--- config.mk ---
export PLATFORM = sky130hd
export DESIGN_NAME = cpu_sequencer
export DESIGN_NICKNAME = d
export VERILOG_FILES = /design/src/rtl/cpu_sequencer.sv
export SDC_FILE = /design/constraint.sdc
export NUM_CORES = 1
export LEC_CHECK = 0
export CORE_UTILIZATION = 36
export CTS_CLUSTER_DIAMETER = 150
export CTS_CLUSTER_SIZE = 30
export DETAILED_ROUTE_END_ITERATION = 12
export MAX_ROUTING_LAYER = met4
export PLACE_DENSITY = 0.65
export SKIP_CTS_REPAIR_TIMING = 1
export SLEW_MARGIN = 20
export SYNTH_ARGS = -nofsm -noshare
export SYNTH_HDL_FRONTEND = slang
export SYNTH_SLANG_ARGS = --single-unit
--- constraint.sdc ---
create_clock -name clk -period 3.8 [get_ports clk]
set_input_delay 0.76 -clock clk [delete_from_list [all_inputs] [get_ports clk]]
set_output_delay 0.76 -clock clk [all_outputs]
set_load 0.05 [all_outputs]
--- src/rtl/cpu_sequencer.sv ---
// Multi-cycle instruction sequencer for the 9-bit CPU: owns PC/IR, steps
// FETCH/EXEC/MEM/WB, qualifies decoder strobes and counts retired instructions.
//
// state   | meaning
// --------+----------------------------------------------------------
// S_IDLE  | out of reset, waiting for start
// S_FETCH | latch instruction from ROM, detect HALT
// S_EXEC  | decoder/ALU work on ir, route memory ops to S_MEM
// S_MEM   | data-memory request outstanding, timeout timer running
// S_WB    | register write strobe, PC update, retire count
// S_DONE  | halted normally, waiting for start
// S_FAULT | memory timeout, pc/ir hold faulting instruction
module cpu_sequencer #(
    parameter int PC_W        = 10,
    parameter int IW          = 9,
    parameter int MEM_TIMEOUT = 16,
    parameter int CNT_W       = 16
) (
    input  logic             clk,
    input  logic             rst_n,
    input  logic             start,
    input  logic [PC_W-1:0]  start_addr,
    input  logic [IW-1:0]    instr,
    input  logic             reg_write,
    input  logic             branch,
    input  logic             mem_write,
    input  logic             mem_to_reg,
    input  logic             taken,
    input  logic [PC_W-1:0]  target,
    input  logic             mem_ack,
    output logic [PC_W-1:0]  pc,
    output logic [IW-1:0]    ir,
    output logic             reg_wr_en,
    output logic             mem_req,
    output logic             mem_we,
    output logic             busy,
    output logic             done,
    output logic             fault,
    output logic [CNT_W-1:0] retire_cnt
);

    localparam int WAIT_W = (MEM_TIMEOUT > 1) ? $clog2(MEM_TIMEOUT) : 1;
    localparam logic [IW-1:0]     HALT_OP   = '1;
    localparam logic [WAIT_W-1:0] WAIT_LOAD = WAIT_W'(MEM_TIMEOUT - 1);

    typedef enum logic [2:0] {
        S_IDLE,
        S_FETCH,
        S_EXEC,
        S_MEM,
        S_WB,
        S_DONE,
        S_FAULT
    } state_t;

    state_t state_q, state_d;

    logic [PC_W-1:0]   pc_q;
    logic [IW-1:0]     ir_q;
    logic [CNT_W-1:0]  retire_q;
    logic [WAIT_W-1:0] wait_q;
    logic              wait_tc;

    // Down-counter reaching zero marks the last MEM cycle allowed without an ack.
    assign wait_tc = (wait_q == '0);

    always_ff @(posedge clk or negedge rst_n) begin
        if (!rst_n) begin
            state_q <= S_IDLE;
        end else begin
            state_q <= state_d;
        end
    end

    always_comb begin
        state_d   = state_q;
        reg_wr_en = 1'b0;
        mem_req   = 1'b0;
        mem_we    = 1'b0;
        busy      = 1'b0;
        done      = 1'b0;
        fault     = 1'b0;
        case (state_q)
            S_IDLE: begin
                if (start) state_d = S_FETCH;
            end
            S_FETCH: begin
                busy    = 1'b1;
                state_d = (instr == HALT_OP) ? S_DONE : S_EXEC;
            end
            S_EXEC: begin
                busy    = 1'b1;
                state_d = (mem_write || mem_to_reg) ? S_MEM : S_WB;
            end
            S_MEM: begin
                busy    = 1'b1;
                mem_req = 1'b1;
                mem_we  = mem_write;
                if (mem_ack) begin
                    state_d = S_WB;
                end else if (wait_tc) begin
                    state_d = S_FAULT;
                end
            end
            S_WB: begin
                busy      = 1'b1;
                reg_wr_en = reg_write & ~branch & ~mem_write;
                state_d   = S_FETCH;
            end
            S_DONE: begin
                done = 1'b1;
                if (start) state_d = S_FETCH;
            end
            S_FAULT: begin
                done  = 1'b1;
                fault = 1'b1;
                if (start) state_d = S_FETCH;
            end
            default: begin
                state_d = S_IDLE;
            end
        endcase
    end

    always_ff @(posedge clk or negedge rst_n) begin
        if (!rst_n) begin
            pc_q     <= '0;
            ir_q     <= '0;
            retire_q <= '0;
            wait_q   <= '0;
        end else begin
            case (state_q)
                S_IDLE, S_DONE, S_FAULT: begin
                    if (start) begin
                        pc_q     <= start_addr;
                        retire_q <= '0;
                    end
                end
                S_FETCH: begin
                    ir_q <= instr;
                end
                S_EXEC: begin
                    wait_q <= WAIT_LOAD;
                end
                S_MEM: begin
                    if (!mem_ack && !wait_tc) wait_q <= wait_q - WAIT_W'(1);
                end
                S_WB: begin
                    pc_q <= (branch && taken) ? target : pc_q + PC_W'(1);
                    if (retire_q != '1) retire_q <= retire_q + CNT_W'(1);
                end
                default: begin
                end
            endcase
        end
    end

    assign pc         = pc_q;
    assign ir         = ir_q;
    assign retire_cnt = retire_q;

endmodule
==> summary.md <==
| Metric | Value |
|---|---|
| Initial antenna violation count | 0 |
| Pleak | 0.00139 µW |
| Clock transition at the registers of the reported paths | 0.09 ns |
| CP max stage delay | 0.85 ns |
| Commonest non-fill, non-tap cell in the layout | clkdlybuf4s50_1 |
| PwrDens | 737 mW/mm² |
| Synth top area cells | dfrtp_1, mux2_2, o21ai_0 |
| Dominant cell type by area after synthesis | dfrtp_1 |
| Critical path launch point type | register |
| Dpl cells | 432 |
| Largest net degree at the start of global routing | 43 |
| Worst Hold Class | in2async |
| Number of max-cap violations | 0 |
| Cell Count, Final, Fillers Out | 440 |
| Via Count | 2,431 |
| GP Congestion | 0.895 |
| Routed Antenna Nets | 0 |
| CP arrival | 2.53 ns |
| Crit-path max FO | 19 |
| Syn avg cell area | 9.58 µm² |
| Clock Skews | 0.0111 ns |
| Crit path kind | reg2out |
| Net Sw Frac | 0.480 |
| Critical path endpoint category | primary output |
| Seq pwr share | 0.296 |
| FFs w/ async S/R, synth | 1.00 |
| Clk sinks | 42 |
| Cell internal pwr | 1360 µW |
| Core ar. | 0.00687 mm² |
| CP required | 3.04 ns |
| H-tree Lvls | 2 |
| Die footprint | 0.00756 mm² |
| Num CTS Buffers | 5 |
| Avg Vias per Cell | 5.53 |
| Net Switching | 1250 µW |
| Vias in the first global route | 2,350 |
| Initial DRC Count | 153 |
| Clk Latency, worst-skew pair | 0.30 ns |
| Synth top area share | 0.405 |
| Initial Util | 0.378 |
| Post-synth EDFFs | 0 |
| Final WL | 6.48 mm |
| Antenna Cells | 0 |
| Synth-to-Final Area Change | 36.7% |
| Nets | 384 |
| Num rows | 30 |
| Final Hold Fails | 0 |
| Max Slew Vio Count | 0 |
| Worst Max-Slew Pin Slew | 0.673 ns |
| Cell family with most CP delay | buffers and inverters |
| Crit path buf inv count | 1 |
| Cells after Synth | 271 |
| RSZ-0062 raised after global routing | no |
| Die X | 86.9 µm |
| Num ports | 79 |
| WL/cell | 14.7 µm |
| Most frequent cells in the layout | clkdlybuf4s50_1, dfrtp_1, o21ai_0 |
| Post-route cell area | 0.00355 mm² |
| Setup-failing EPs final | 0 |
| Number of port buffers | 78 |
| Status | finished clean |
| Mapped Area | 0.00260 mm² |
| Clock Tree Root | clkbuf_8 |
| Initial DRT Pass Iterations | 4 |
| CP cell instances | or3b_1 -> nor4b_1 -> clkdlybuf4s50_1 |
| Highest clock rate | 304 MHz |
| First-pass GRT wire length | 11.0 mm |
| Hold slack | 0.432 ns |
| Combinational power share | 0.569 |
| Fillers | 637 |
| Post-synthesis sequential area ratio | 0.405 |
| Period minus WS final | 3.29 ns |
| Die H | 86.9 µm |
| Slowest cell on the critical path | clkdlybuf4s50_1 |
| Period utilization | 0.866 |
| Mapped Nets | 312 |
| YS warnings | 0 |
| Rel. slew slack | 0.551 |
| Clock Power Share | 0.135 |
| HPWL Detailed | 4.58 mm |
| Drt drc | 0 |
| Post-DP Area | 0.00344 mm² |
| Worst vdd ir | 0.426 mV |
| Most used DFF post-synth | dfrtp_1 |
| Overflow left after global routing | 0 |
| Total GRT Usage | 0.186 |
| CTS max path bufs | 2 |
| Register bit total from synthesis | 42 |
| CTS tree | yes |
| Layout cells sized above 1 | 0.102 |
| Post-synth cell types | 61 |
| TNS Setup | 0 ns |
==> registers in the layout (all words and copies together), names as in the netlist <==
register    cells
ir              9
retire_cnt     16
pc             10
state_q         3
wait_q          4
==> metrics by stage <==
step / power, µW / setup slack (ns) / utilization
floorplan: 1820 / 0.246 / -
global placement: 2260 / 0.691 / 0.501
detailed placement: 2270 / 0.690 / 0.501
CTS: 2630 / 0.473 / 0.517
global route: 2770 / 0.310 / 0.517
finish: 2620 / 0.510 / 0.517
==> cell families after synthesis <==
| family | after synthesis | share of synthesized area |
|---|---|---|
| AND/OR/NAND/NOR | 96 | 0.224 |
| AO/OA/AOI/OAI | 86 | 0.233 |
| flip-flops | 42 | 0.405 |
| buffers and inverters | 23 | 0.0414 |
| multiplexers | 16 | 0.0660 |
| XOR/XNOR | 5 | 0.0169 |
| adder cells (fa/ha/maj) | 3 | 0.0145 |
==> cell usage after synthesis, drive strengths merged, types with 3 or more instances <==
| cell type | number |
|---|---|
| and3 | 8 |
| o211ai | 3 |
| a221o | 4 |
| mux2 | 9 |
| dfrtp | 42 |
| or4 | 8 |
| or3 | 3 |
| a31oi | 6 |
| a21o | 7 |
| and2 | 3 |
| a21oi | 12 |
| nand4 | 8 |
| mux2i | 7 |
| o221a | 3 |
| nor3 | 5 |
| inv | 7 |
| clkbuf | 7 |
| a31o | 3 |
| xnor2 | 3 |
| nand3 | 10 |
| buf | 9 |
| a211oi | 7 |
| nand2 | 16 |
| nor4 | 3 |
| o31ai | 8 |
| ha | 3 |
| o21ai | 19 |
| nor2 | 17 |
==> power by group through the flow <==
| stage | Sequential (µW) | Combinational, µW | Clock, µW |
|---|---|---|---|
| 2_1_floorplan | 1110 | 715 | 0 |
| 3_3_place_gp | 777 | 1480 | 0 |
| 3_5_place_dp | 780 | 1490 | 0 |
| 4_1_cts | 774 | 1500 | 364 |
| 5_1_grt | 803 | 1590 | 381 |
| 6_report | 774 | 1490 | 353 |
==> metal layers <==
layer / global-route usage / part of all wire / vias up
met5: - / 0 / -
met4: 0.0288 / 0.0039 / 0
met3: 0.0351 / 0.059 / 3
met2: 0.294 / 0.46 / 84
met1: 0.253 / 0.48 / 1157
li1: - / - / 1187
==> worst paths after layout <==
path,start,depth (start not counted),end,slack (ns)
max reg2reg,state_q[1],4,pc[9],1.54
min in group clk,ir[2],1,ir[2],0.52
max in group asynchronous,rst_n,1,state_q[2],2.97
min,rst_n,1,ir[2],0.43
min reg2reg,ir[2],1,ir[2],0.52
max,state_q[2],3,reg_wr_en,0.51
==> final cells by class <==
class / count / area, µm² / area share
Timing Repair Buffer: 81 / 801 / 0.226
Multi-Input combinational cell: 206 / 1440 / 0.407
Inverter: 7 / 26.3 / 0.00740
Clock buffer: 5 / 68.8 / 0.0194
Sequential cell: 42 / 1050 / 0.296
Tap cell: 96 / 120 / 0.0338
Clock inverter: 3 / 40.0 / 0.0113
Note: power is estimated with default switching activity, not from simulation.
